$ cat src/rtl/instr_fetch_ctrl.sv
// ---------------------------------------------------------------------------
// instr_fetch_ctrl
//
// Purpose:
//   Sequences a combinational, word-indexed instruction source. Owns the
//   fetch PC, drives the word address every cycle and buffers fetched words
//   together with their byte PCs in a small FIFO. Decode drains the FIFO head
//   over a valid/ready handshake. Redirects (branch/jump/trap) flush the
//   buffer and restart fetch. A misaligned redirect target or a fetch beyond
//   the end of the instruction source raises a sticky fault.
//
// Ports:
//   clk            in   1   clock, rising edge
//   rst_n          in   1   synchronous active-low reset
//   imem_addr      out  32  word index {2'b00, fetch_pc[31:2]}
//   imem_instr     in   32  instruction word at imem_addr (same cycle)
//   redirect_valid in   1   one-cycle request to restart fetch
//   redirect_pc    in   32  byte address of the new fetch stream
//   out_valid      out  1   FIFO head valid
//   out_ready      in   1   decode accepts head
//   out_instr      out  32  head instruction
//   out_pc         out  32  head byte PC
//   fault          out  1   sticky fetch fault
//   fault_pc       out  32  byte PC that caused the fault
//   stall_cnt      out  32  saturating count of full-FIFO stall cycles
// ---------------------------------------------------------------------------
module instr_fetch_ctrl #(
  parameter logic [31:0] RESET_PC   = 32'h0000_0000,
  parameter int          MEM_DEPTH  = 256,
  parameter int          FIFO_DEPTH = 2
) (
  input  logic        clk,
  input  logic        rst_n,
  output logic [31:0] imem_addr,
  input  logic [31:0] imem_instr,
  input  logic        redirect_valid,
  input  logic [31:0] redirect_pc,
  output logic        out_valid,
  input  logic        out_ready,
  output logic [31:0] out_instr,
  output logic [31:0] out_pc,
  output logic        fault,
  output logic [31:0] fault_pc,
  output logic [31:0] stall_cnt
);

  localparam int PTR_W = (FIFO_DEPTH > 1) ? $clog2(FIFO_DEPTH) : 1;
  localparam int CNT_W = $clog2(FIFO_DEPTH + 1);

  localparam logic [31:0]    MEM_DEPTH_W = 32'(MEM_DEPTH);
  localparam logic [PTR_W-1:0] LAST_PTR  = PTR_W'(FIFO_DEPTH - 1);
  localparam logic [CNT_W-1:0] FULL_CNT  = CNT_W'(FIFO_DEPTH);

  typedef enum logic [1:0] {
    BOOT  = 2'd0,
    FETCH = 2'd1,
    FAULT = 2'd2
  } state_e;

  state_e            state_q, state_d;
  logic [31:0]       fetchPc_q, fetchPc_d;
  logic              fault_q, fault_d;
  logic [31:0]       faultPc_q, faultPc_d;
  logic [31:0]       stallCnt_q, stallCnt_d;

  logic [31:0]       pcMem_q    [FIFO_DEPTH];
  logic [31:0]       instrMem_q [FIFO_DEPTH];
  logic [PTR_W-1:0]  rdPtr_q, rdPtr_d;
  logic [PTR_W-1:0]  wrPtr_q, wrPtr_d;
  logic [CNT_W-1:0]  count_q, count_d;

  logic              pop;
  logic              push;
  logic              flush;
  logic              fifoFull;
  logic              inRange;
  logic              redirectTaken;

  // Pointers wrap explicitly so non-power-of-two depths work.
  function automatic logic [PTR_W-1:0] ptrInc(input logic [PTR_W-1:0] p);
    ptrInc = (p == LAST_PTR) ? '0 : p + PTR_W'(1);
  endfunction

  assign imem_addr = {2'b00, fetchPc_q[31:2]};

  assign out_valid = (count_q != '0);
  assign out_instr = instrMem_q[rdPtr_q];
  assign out_pc    = pcMem_q[rdPtr_q];
  assign fault     = fault_q;
  assign fault_pc  = faultPc_q;
  assign stall_cnt = stallCnt_q;

  assign pop           = out_valid && out_ready;
  assign fifoFull      = (count_q == FULL_CNT);
  assign inRange       = ({2'b00, fetchPc_q[31:2]} < MEM_DEPTH_W);
  // Redirects are ignored while booting.
  assign redirectTaken = redirect_valid && (state_q != BOOT);

  // Next-state logic: normal sequencing first, then a taken redirect
  // overrides everything except the pop, which decode has already consumed.
  always_comb begin
    state_d   = state_q;
    fetchPc_d = fetchPc_q;
    fault_d   = fault_q;
    faultPc_d = faultPc_q;
    push      = 1'b0;
    flush     = 1'b0;

    case (state_q)
      BOOT: begin
        state_d = FETCH;
      end
      FETCH: begin
        if (!inRange) begin
          state_d   = FAULT;
          fault_d   = 1'b1;
          faultPc_d = fetchPc_q;
        end else if (!fifoFull || pop) begin
          push      = 1'b1;
          fetchPc_d = fetchPc_q + 32'd4;
        end
      end
      FAULT: begin
        state_d = FAULT;
      end
      default: begin
        state_d = BOOT;
      end
    endcase

    if (redirectTaken) begin
      flush     = 1'b1;
      push      = 1'b0;
      fetchPc_d = redirect_pc;
      if (redirect_pc[1:0] != 2'b00) begin
        state_d   = FAULT;
        fault_d   = 1'b1;
        faultPc_d = redirect_pc;
      end else begin
        state_d = FETCH;
        fault_d = 1'b0;
      end
    end
  end

  // FIFO bookkeeping; a flush empties the buffer regardless of push/pop.
  always_comb begin
    rdPtr_d = rdPtr_q;
    wrPtr_d = wrPtr_q;
    count_d = count_q;
    if (flush) begin
      rdPtr_d = '0;
      wrPtr_d = '0;
      count_d = '0;
    end else begin
      if (pop) begin
        rdPtr_d = ptrInc(rdPtr_q);
      end
      if (push) begin
        wrPtr_d = ptrInc(wrPtr_q);
      end
      count_d = count_q + CNT_W'(push) - CNT_W'(pop);
    end
  end

  // Stall counter only sees genuine back-pressure while fetching.
  always_comb begin
    stallCnt_d = stallCnt_q;
    if ((state_q == FETCH) && fifoFull && !pop && (stallCnt_q != 32'hFFFF_FFFF)) begin
      stallCnt_d = stallCnt_q + 32'd1;
    end
  end

  always_ff @(posedge clk) begin
    if (!rst_n) begin
      state_q    <= BOOT;
      fetchPc_q  <= RESET_PC;
      fault_q    <= 1'b0;
      faultPc_q  <= '0;
      stallCnt_q <= '0;
      rdPtr_q    <= '0;
      wrPtr_q    <= '0;
      count_q    <= '0;
    end else begin
      state_q    <= state_d;
      fetchPc_q  <= fetchPc_d;
      fault_q    <= fault_d;
      faultPc_q  <= faultPc_d;
      stallCnt_q <= stallCnt_d;
      rdPtr_q    <= rdPtr_d;
      wrPtr_q    <= wrPtr_d;
      count_q    <= count_d;
    end
  end

  // Storage is cleared on reset so the head reads as zero out of reset.
  always_ff @(posedge clk) begin
    if (!rst_n) begin
      for (int i = 0; i < FIFO_DEPTH; i++) begin
        pcMem_q[i]    <= '0;
        instrMem_q[i] <= '0;
      end
    end else if (push) begin
      pcMem_q[wrPtr_q]    <= fetchPc_q;
      instrMem_q[wrPtr_q] <= imem_instr;
    end
  end

endmodule
$ cat config.mk
export PLATFORM = sky130hd
export DESIGN_NAME = instr_fetch_ctrl
export DESIGN_NICKNAME = d
export VERILOG_FILES = /design/src/rtl/instr_fetch_ctrl.sv
export SDC_FILE = /design/constraint.sdc
export NUM_CORES = 1
export LEC_CHECK = 0
export BUFFER_PORTS_ARGS = -buffer_cell sky130_fd_sc_hd__buf_2
export CORE_UTILIZATION = 45
export DETAILED_ROUTE_END_ITERATION = 10
export GPL_TIMING_DRIVEN = 1
export PLACE_DENSITY = 0.75
export RECOVER_POWER = 100
export SLEW_MARGIN = 20
export SYNTH_ARGS = -nofsm -noshare
export SYNTH_HDL_FRONTEND = slang
export SYNTH_SLANG_ARGS = --single-unit
$ cat constraint.sdc
create_clock -name clk -period 9.38 [get_ports clk]
set_input_delay 0.469 -clock clk [delete_from_list [all_inputs] [get_ports clk]]
set_output_delay 0.469 -clock clk [all_outputs]
set_load 0.05 [all_outputs]
==> impl_results.md, run 1 <==
* Count of pins on the block boundary at 230
* Type of element launching the critical path: flop
* Highest cell delay on the worst timing path at approximately 2700 ps
* Standard cell area after detailed placement at 11370 µm²
* Met3 layer wire length in the routed design at ~2.3 mm
* Leakage at 4.416 nW
* DRT Pass-1 Iters at 5
* Initial Utilization at a little under half
* Highest routed layer: met5
* Clock tree from TritonCTS: built
* Classification of the worst setup path: reg -> reg
* Number of DRC violations after detailed-routing iteration 0 at between 300 and 400
* Vias after detailed routing at ~7300
* Maximum net fanout on the critical path at 64
* Worst-skew pair later-pin latency at 520 ps
* Data arrival, critical path at around 5700 ps
* Bufs on Longest Clock Path at 3
* Power density relative to cell area at 267.2 nW/µm²
* Vias per cell at 5.217
* Async set-reset flop share out of synthesis at 0%
* Core region area at 21890 µm²
* Number of H-tree branching levels at 1
* Antenna violations before repair at 2
* Horizontal extent of the die at roughly 150 µm
* DP Wirelength at approximately 15 mm
* Clock-pin transition on the worst setup and hold timing paths at about 60 ps
* Overall routing resource usage at slightly below 20%
* Overall power at around 3.2 mW
* Number of rows in the core area at 54
* Proportion of layout cells with a drive suffix above 1 at approximately 17%
* Root buffer cell: sky130_fd_sc_hd__clkbuf_16
* Status: finished, violations left
* Final WL at between 20 and 25 mm
* Post-route setup slack at approximately 3700 ps
* Unrepaired setup endpoints after global routing: false
* Max-cap violation count at 7
* Synth Register Bits at roughly 230
* Slew HR at -224.2%
* Final Hold Viols at 0
* Die outline height at between 150 and 200 µm
* Cts hold-fix bufs at 0
* Fin. max-slew vios at 350
* Minimum setup slack after placement at 5533 ps
* Footprint of the multi-input gates at ~3800 µm²
* Final-layout fill cell count at between 2000 and 2500
* Number of sinks handled by clock tree synthesis at 232
* Routed metal-1 wirelength at approximately 9.4 mm
* Mean post-synth cell area at 11.49 µm²
* Worst hold slack at about 200 ps
* Area grow syn2layout at 18.78%
* Total CTS buffers at 26
* Commonest non-fill, non-tap cell in the layout: sky130_fd_sc_hd__clkbuf_1
* GPL Wtd Cong at 0.7678
* Remaining antenna violation count at 0
* Commonest cells after routing, fill and taps aside: sky130_fd_sc_hd__clkbuf_1, sky130_fd_sc_hd__edfxtp_1, sky130_fd_sc_hd__dfxtp_1
* Hold WC Path Type: in -> reg
* Total setup violations reported at the end of the flow at 0
* Die Footprint at around 23000 µm²
* Number of buffers added on ports at ~230
* Average wire per cell in the routed design at between 15 and 20 µm
* Post-Place Cells at between 1000 and 1500
* Highest achievable clock rate at between 150 and 200 MHz
* Capturing element type of the critical path: flop
* Synth unique cells at 53
* Overflow left after global routing at 0
* Slowest-stage cell, CP: sky130_fd_sc_hd__clkbuf_1
* Worst-path cell chain: inv_1 -> ha_1 -> o21ai_0 -> or3_1 -> o31ai_4 -> clkbuf_1
* Post-CTS Repair Setup Buffers at 0
* Area of all placed cells without fillers at ~12000 µm²
* Mapped cell area at a little over 10000 µm²
* Reg area at 5927 µm²
* Post-CTS resize count at 0
* Minimum clock period at about 5600 ps
* Register area share after synthesis at about three fifths
* Worst ir drop on vdd at around 0.23 mV
* Number of nets in the layout at about 1200
* WL met2 at 10.88 mm
* Number of non-filler instances in the completed layout at approximately 1400
* Number of flops mapped to enable cells by yosys at between 100 and 150
* Failing checks: max-capacitance violations, max-slew violations
* Worst Clk Skew at slightly above 10 ps
* Largest net degree at the start of global routing at 65
* Cell count after synthesis at 878
* Number of remaining DRC errors at 0
* Final Util at a little over half
* Flip-flop cell with the highest count after synthesis: sky130_fd_sc_hd__edfxtp_1
* Data required time at the worst endpoint at between 9000 and 10000 ps
* Number of warning messages in the yosys log at 0
* Number of global-route vias before repair at 7105
* Setup TNS at 0 ps
* Transition at the pin with the smallest max-transition slack at slightly below 5000 ps
* First-pass GRT wire length at about 35 mm
* Final period util at 60.08%
## metal layers
layer | up-vias | track usage (%)
met5 | - | 0
met4 | 2 | 4.901
met3 | 31 | 6.407
met2 | 253 | 32.93
met1 | 3476 | 23.71
li1 | 3562 | -
## area by class of cell
class	count	area share, %
Clock inverter	15	1.054
Antenna cell	2	0.04175
Tap cell	280	2.922
Multi-Input combinational cell	595	32.01
Clock buffer	33	5.991
Sequential cell	232	49.44
Inverter	12	0.3757
Timing Repair Buffer	235	8.162
## critical path: cells and delay by family (launching register included)
kind,cells,cell delay (ps)
buffers and inverters,2,2730
adder cells (fa/ha/maj),1,790
AO/OA/AOI/OAI,2,700
AND/OR/NAND/NOR,1,560
flip-flops,1,300
## synth_stat cells, types with 11 or more instances
cell type	instances	area, µm²
sky130_fd_sc_hd__a22oi_1	18	135.1
sky130_fd_sc_hd__o21ai_0	58	290.3
sky130_fd_sc_hd__nand4_1	11	68.82
sky130_fd_sc_hd__clkbuf_1	38	142.6
sky130_fd_sc_hd__a21oi_1	80	400.4
sky130_fd_sc_hd__mux2_2	64	720.7
sky130_fd_sc_hd__or3_1	22	137.6
sky130_fd_sc_hd__buf_4	33	247.7
sky130_fd_sc_hd__nor2_1	12	45.04
sky130_fd_sc_hd__inv_1	11	41.29
sky130_fd_sc_hd__edfxtp_1	128	3844
sky130_fd_sc_hd__nand2_1	77	289.0
sky130_fd_sc_hd__and2_1	91	569.3
sky130_fd_sc_hd__dfxtp_1	104	2082
sky130_fd_sc_hd__mux2i_1	15	150.1
## sequential cells by signal (all words and copies together), names as in the netlist, named ones only
register	count
instrMem_q	64
pcMem_q	64
fault_pc	32
fetchPc_q	32
stall_cnt	32
count_q	2
state_q	2
fault	1
rdPtr_q	1
wrPtr_q	1
## worst paths after layout
path                                  endpoint  depth (start not counted)  slack (ps)             from
worst max-delay path            pcMem_q[0][12]                          6        3740       state_q[1]
worst min-delay path             fetchPc_q[15]                          3         200  redirect_pc[15]
worst max register to register  pcMem_q[0][12]                          6        3740       state_q[1]
worst min register to register   fetchPc_q[18]                          2         490    fetchPc_q[18]
## logic make-up (layout without fill, tap and decap cells)
group           Yosys count  count (layout)  synth area share (%)
other cells               1              48               0.03716
compound gates          192             192                 10.85
flops                   232             232                 58.72
fa+ha+maj                 6               6                0.7438
xor+xnor                 10              10                0.8678
mux                      79              79                 8.629
simple gates            262             262                 14.96
buf+inv                  96             295                 5.195
## power by group
part | switching [mW] | internal, mW | leakage [nW]
sequential | 0.0834 | 1.20 | 2.15
clock | 0.396 | 0.594 | 0.416
combinational | 0.708 | 0.216 | 1.85
total | 1.19 | 2.02 | 4.42
(Power assumes the default switching activity.)
==> run 2, diff against run 1 <==
clock period = 5.5 ns   (was 9.38 ns; I/O delays follow)
==> run 2 against run 1 <==
The run still ends with max-capacitance violations, max-slew violations left. Die area unchanged. Core utilization up 0.82 points. First-iteration DRC count up 20%. Worst setup slack worse by 2400 ps. Clock skew up 9.0 ps. Non-clock buffer count up 17. Via count up 1.3%. Combinational power up 71%. Highest routed layer is now met4.
==> impl_results.md, run 2 (synthesis gave the netlist of run 1 again) <==
* Fin. max-slew vios at between 200 and 250
* Classification of the worst setup path: reg -> reg
* Number of remaining DRC errors at 0
* Status: finished, violations left
* Type of element launching the critical path: flop
* Minimum clock period at approximately 4200 ps
* Die Footprint at around 23000 µm²
* Data arrival, critical path at approximately 4600 ps
* Antenna violations before repair at 1
* Root buffer cell: sky130_fd_sc_hd__clkbuf_16
* Leakage at about 4.5 nW
* Commonest cells after routing, fill and taps aside: sky130_fd_sc_hd__clkbuf_1, sky130_fd_sc_hd__edfxtp_1, sky130_fd_sc_hd__dfxtp_1
* Unrepaired setup endpoints after global routing: false
* Data required time at the worst endpoint at just under 6000 ps
* Vias per cell at 5.227
* Clock tree from TritonCTS: built
* Transition at the pin with the smallest max-transition slack at 3135 ps
* Count of pins on the block boundary at 230
* Final WL at around 23 mm
* Post-CTS resize count at 0
* Failing checks: max-capacitance violations, max-slew violations
* Worst-skew pair later-pin latency at around 530 ps
* Number of buffers added on ports at ~230
* DP Wirelength at between 10 and 15 mm
* Commonest non-fill, non-tap cell in the layout: sky130_fd_sc_hd__clkbuf_1
* First-pass GRT wire length at roughly 36 mm
* Post-route setup slack at about 1300 ps
* Worst Clk Skew at 19.01 ps
* Horizontal extent of the die at 151.8 µm
* Bufs on Longest Clock Path at 3
* Overflow left after global routing at 0
* Overall routing resource usage at between 10% and 20%
* Highest achievable clock rate at about 240 MHz
* GPL Wtd Cong at 0.8213
* Total setup violations reported at the end of the flow at 0
* Area grow syn2layout at 20.56%
* Initial Utilization at a little under half
* Setup TNS at 0 ps
* Number of rows in the core area at between 50 and 60
* Total CTS buffers at 26
* Capturing element type of the critical path: flop
* Die outline height at 151.8 µm
* Largest net degree at the start of global routing at 65
* Slew HR at -110.4%
* Final period util at approximately three quarters
* Top Registers: instrMem_q: 64 flops, pcMem_q: 64 flops
* Number of nets in the layout at roughly 1200
* Remaining antenna violation count at 0
* Power density relative to cell area at approximately 450 nW/µm²
* Maximum net fanout on the critical path at 33
* Final-layout fill cell count at between 1500 and 2000
* Hold WC Path Type: in -> reg
* Number of global-route vias before repair at between 7000 and 8000
* Number of H-tree branching levels at 1
* Clock-pin transition on the worst setup and hold timing paths at 60 ps
* Minimum setup slack after placement at approximately 2200 ps
* Average wire per cell in the routed design at 16.32 µm
* Max-cap violation count at 4
* Number of sinks handled by clock tree synthesis at 232
* Worst ir drop on vdd at slightly above 0.3 mV
* Final Hold Viols at 0
* Number of DRC violations after detailed-routing iteration 0 at about 370
* Core region area at 21890 µm²
* Vias after detailed routing at 7417
* DRT Pass-1 Iters at 5
* Proportion of layout cells with a drive suffix above 1 at 17.66%
-- run 2: stage by stage --
stage	hold slack, ps	area [µm²]	power, mW	util, %	std cells
after detailed placement	477.7	11380	3.864	51.98	1355
final	18.87	12170	5.497	55.58	1419
after floorplan	411.0	10270	3.524	-	923
after CTS	4.272	12410	5.612	56.68	1418
after global placement	470.0	11380	3.842	51.98	1355
after global routing	14.15	12160	5.726	55.57	1418
-- run 2: timing repair --
item,4_1_cts,5_1_grt
hold buffers,16,0
hold endpoints to repair,16,0
buffers inserted,0,0
-- run 2: power breakdown --
group	leakage [nW]	switching (mW)	internal, mW
Combinational	1.94	1.21	0.365
Clock	0.437	0.691	1.04
Sequential	2.15	0.138	2.05
Total	4.53	2.04	3.46
-- run 2: cell type report --
type	instances	area (µm²)	area share (%)
clock inverters	12	128.9	1.059
clock buffers	35	739.5	6.078
repair buffers	252	1157	9.513
well taps	280	350.3	2.879
inverters	12	45.04	0.3702
diodes	1	2.502	0.02057
flip-flops and latches	232	5927	48.71
multi-input cells	595	3816	31.37
-- run 2: per-layer routing --
layer | global-route usage, % | share of wire (%)
met1 | 23.43 | 42
met2 | 34.11 | 47
met3 | 6.407 | 9.8
met4 | 4.752 | 1.4
met5 | 0 | 0
-- run 2: critical path: stages (launching register included) --
cell                      delay [ps]
sky130_fd_sc_hd__dfxtp_1         330
sky130_fd_sc_hd__nor4_1          440
sky130_fd_sc_hd__nand4_1         350
sky130_fd_sc_hd__o21ai_1        2410
sky130_fd_sc_hd__mux2i_1         340
sky130_fd_sc_hd__o22ai_1         120
-- run 2: path summary, 6_finish.rpt --
| path | from | to | slack (ps) | depth (start not counted) |
|---|---|---|---|---|
| worst max-delay path | fetchPc_q[26] | fault_pc[0] | 1330 | 5 |
| worst min-delay path | redirect_pc[16] | fetchPc_q[16] | 20 | 3 |
| worst max register to register | fetchPc_q[26] | fault_pc[0] | 1330 | 5 |
| worst min register to register | fetchPc_q[19] | fetchPc_q[19] | 490 | 2 |
==> run 3, diff against run 2 <==
clock period = 4.3 ns   (was 5.5 ns; I/O delays follow)
==> run 3 against run 2 <==
The flow now finishes without violations. Final area up 3.5%. Register-to-register slack worse by 350 ps. Highest routed layer unchanged. Flip-flop and latch count unchanged. Via count rose by 2.7%. Largest power group unchanged.
==> impl_results.md, run 3 (synthesis gave the netlist of run 1 again) <==
* Status: finished, final reports clean
* Total setup violations reported at the end of the flow at 0
* Hold WC Path Type: in -> reg
* Slowest-stage cell, CP: sky130_fd_sc_hd__clkbuf_2
* Number of global-route vias before repair at about 7400
* Number of sinks handled by clock tree synthesis at between 200 and 250
* Commonest non-fill, non-tap cell in the layout: sky130_fd_sc_hd__edfxtp_1
* Endpoint with the worst hold slack: fault_pc[3]
* Die Footprint at between 20000 and 25000 µm²
* Largest net degree at the start of global routing at 65
* Worst ir drop on vdd at ~0.43 mV
* Number of buffers added on ports at ~230
* Bufs on Longest Clock Path at 3
* Overflow left after global routing at 0
* Capturing element type of the critical path: primary output
* Type of element launching the critical path: flop
* Portion of total power attributed to the clock network at 29.9%
* Horizontal extent of the die at around 150 µm
* Max-cap violation count at 0
* Area grow syn2layout at 24.78%
* Leakage at between 4 and 5 nW
* Root buffer cell: sky130_fd_sc_hd__clkbuf_16
* Data required time at the worst endpoint at approximately 4100 ps
* Classification of the worst setup path: reg -> out
* Highest cell delay on the worst timing path at 1030 ps
* Total CTS buffers at 26
* Worst Clk Skew at roughly 17 ps
* Slew HR at roughly a tenth
* Vias per cell at 5.204
* Commonest cells after routing, fill and taps aside: sky130_fd_sc_hd__edfxtp_1, sky130_fd_sc_hd__clkbuf_1, sky130_fd_sc_hd__buf_2
* Final-layout fill cell count at between 1500 and 2000
* Worst R2R Path Depth at 7
* Reg-to-reg endpoint: stall_cnt[22]
* Clock tree from TritonCTS: built
* GPL Wtd Cong at about 0.81
* Switching portion of total power at 37.76%
* Remaining antenna violation count at 0
* Highest achievable clock rate at between 200 and 300 MHz
* DRT Pass-1 Iters at 5
* Final period util at between 80 and 90%
* Die outline height at 151.8 µm
* Final Hold Viols at 0
* Data arrival, critical path at between 3000 and 4000 ps
* Number of non-filler instances in the completed layout at approximately 1500
* Initial Utilization at 46.10%
* Vias after detailed routing at 7614
* DP Wirelength at between 10 and 15 mm
* First-pass GRT wire length at about 37 mm
* Sequential share of power at 40.5%
* Setup TNS at 0 ps
* Number of remaining DRC errors at 0
* Part of the power in combinational logic at 29.6%
* Antenna violations before repair at 0
* Unrepaired setup endpoints after global routing: false
* Hold wc startpoint: redirect_pc[3]
* Register-to-register setup slack at ~980 ps
* Worst R2R Start: state_q[0]
* Worst-path cell chain: clkbuf_2 -> mux2_1 -> buf_2
* Hold Path Cell Cnt at 3
* Clock-pin transition on the worst setup and hold timing paths at 60 ps
* Number of H-tree branching levels at 1
* Average wire per cell in the routed design at about 17 µm
* Post-CTS resize count at 0
* Transition at the pin with the smallest max-transition slack at 1360 ps
* Count of pins on the block boundary at 230
* Final WL at roughly 24 mm
* Number of DRC violations after detailed-routing iteration 0 at about 230
* Number of nets in the layout at approximately 1200
* Post-Place Cells at 1355
* Internal power of the cells at roughly 4.3 mW
* Power density relative to cell area at between 500 and 600 nW/µm²
* Overall routing resource usage at between 20% and 30%
* Minimum clock period at 3462 ps
* Proportion of layout cells with a drive suffix above 1 at 19.53%
* Number of rows in the core area at 54
* Worst-skew pair later-pin latency at 520 ps
* Top Registers: instrMem_q: 64 flops, pcMem_q: 64 flops
* Fin. max-slew vios at 0
* Core region area at 21890 µm²
* Antenna Diode Count at 0
* Maximum net fanout on the critical path at 43
* Net switching power of the design at 2.624 mW
run 3: cell count changes in the layout (fill, tap and decap cells not counted), moves of 3 or more:
cell / change
sky130_fd_sc_hd__buf_2: +43
sky130_fd_sc_hd__clkbuf_1: -39
sky130_fd_sc_hd__clkbuf_2: -4
sky130_fd_sc_hd__clkbuf_8: -3
sky130_fd_sc_hd__clkinv_1: +5
sky130_fd_sc_hd__dlygate4sd3_1: +43
sky130_fd_sc_hd__mux2_1: +6
sky130_fd_sc_hd__mux2_2: -6
run 3: routing by layer:
layer | part of all wire, % | vias to the layer above | track usage, %
met2 | 48 | 257 | 35.55
met3 | 8.0 | 36 | 5.778
met1 | 43 | 3632 | 25.10
met5 | 0 | - | 0
li1 | - | 3689 | -
met4 | 1.5 | 0 | 5.198
run 3: critical path, delay by kind of cell (launching register included):
| kind | cells | cell delay (ps) |
|---|---|---|
| buf+inv | 2 | 1260 |
| flops | 1 | 1020 |
| mux | 1 | 430 |
run 3: worst max-delay path by stage:
stage	to	slack, ps
after floorplan	instrMem_q[1][0]	760
after global placement	pcMem_q[0][20]	1380
after detailed placement	instrMem_q[0][7]	1340
after CTS	instrMem_q[0][18]	1320
after global routing	out_pc[13]	610
final	out_pc[25]	840
run 3: final cells by class:
type	instances	area, µm²	share of cell area [%]
repair buffers	296	1648	13.08
clock buffers	32	694.4	5.514
clock inverters	16	106.4	0.8445
inverters	12	45.04	0.3577
flip-flops and latches	232	5926	47.05
multi-input cells	595	3824	30.36
well taps	280	350.3	2.782
run 3: what timing repair did:
action                                  4_1_cts  5_1_grt
endpoints found under the hold margin       101        0
buffers inserted                              0        0
hold buffers                                 59        0
endpoints found under the setup margin        0        0
run 3: per-stage QoR:
step                setup WS [ps]  power (mW)  hold slack (ps)  util (%)  area [µm²]
CTS                          1325       7.074            2.592     58.34       12770
global placement             1378       4.920            462.6     51.98       11380
detailed placement           1339       4.941            471.5     51.98       11380
finish                      837.7       6.949            16.53     57.53       12590
global route                605.6       7.255            25.64     57.53       12590
floorplan                   760.3       4.508            351.0         -       10270
run 3: power by group through the flow:
| stage | Clock (mW) | Sequential (mW) | Combinational (mW) |
|---|---|---|---|
| after floorplan | 0 | 3.13 | 1.38 |
| after global placement | 0 | 2.84 | 2.08 |
| after detailed placement | 0 | 2.86 | 2.09 |
| after CTS | 2.13 | 2.81 | 2.13 |
| after global routing | 2.21 | 2.85 | 2.20 |
| final | 2.08 | 2.81 | 2.06 |
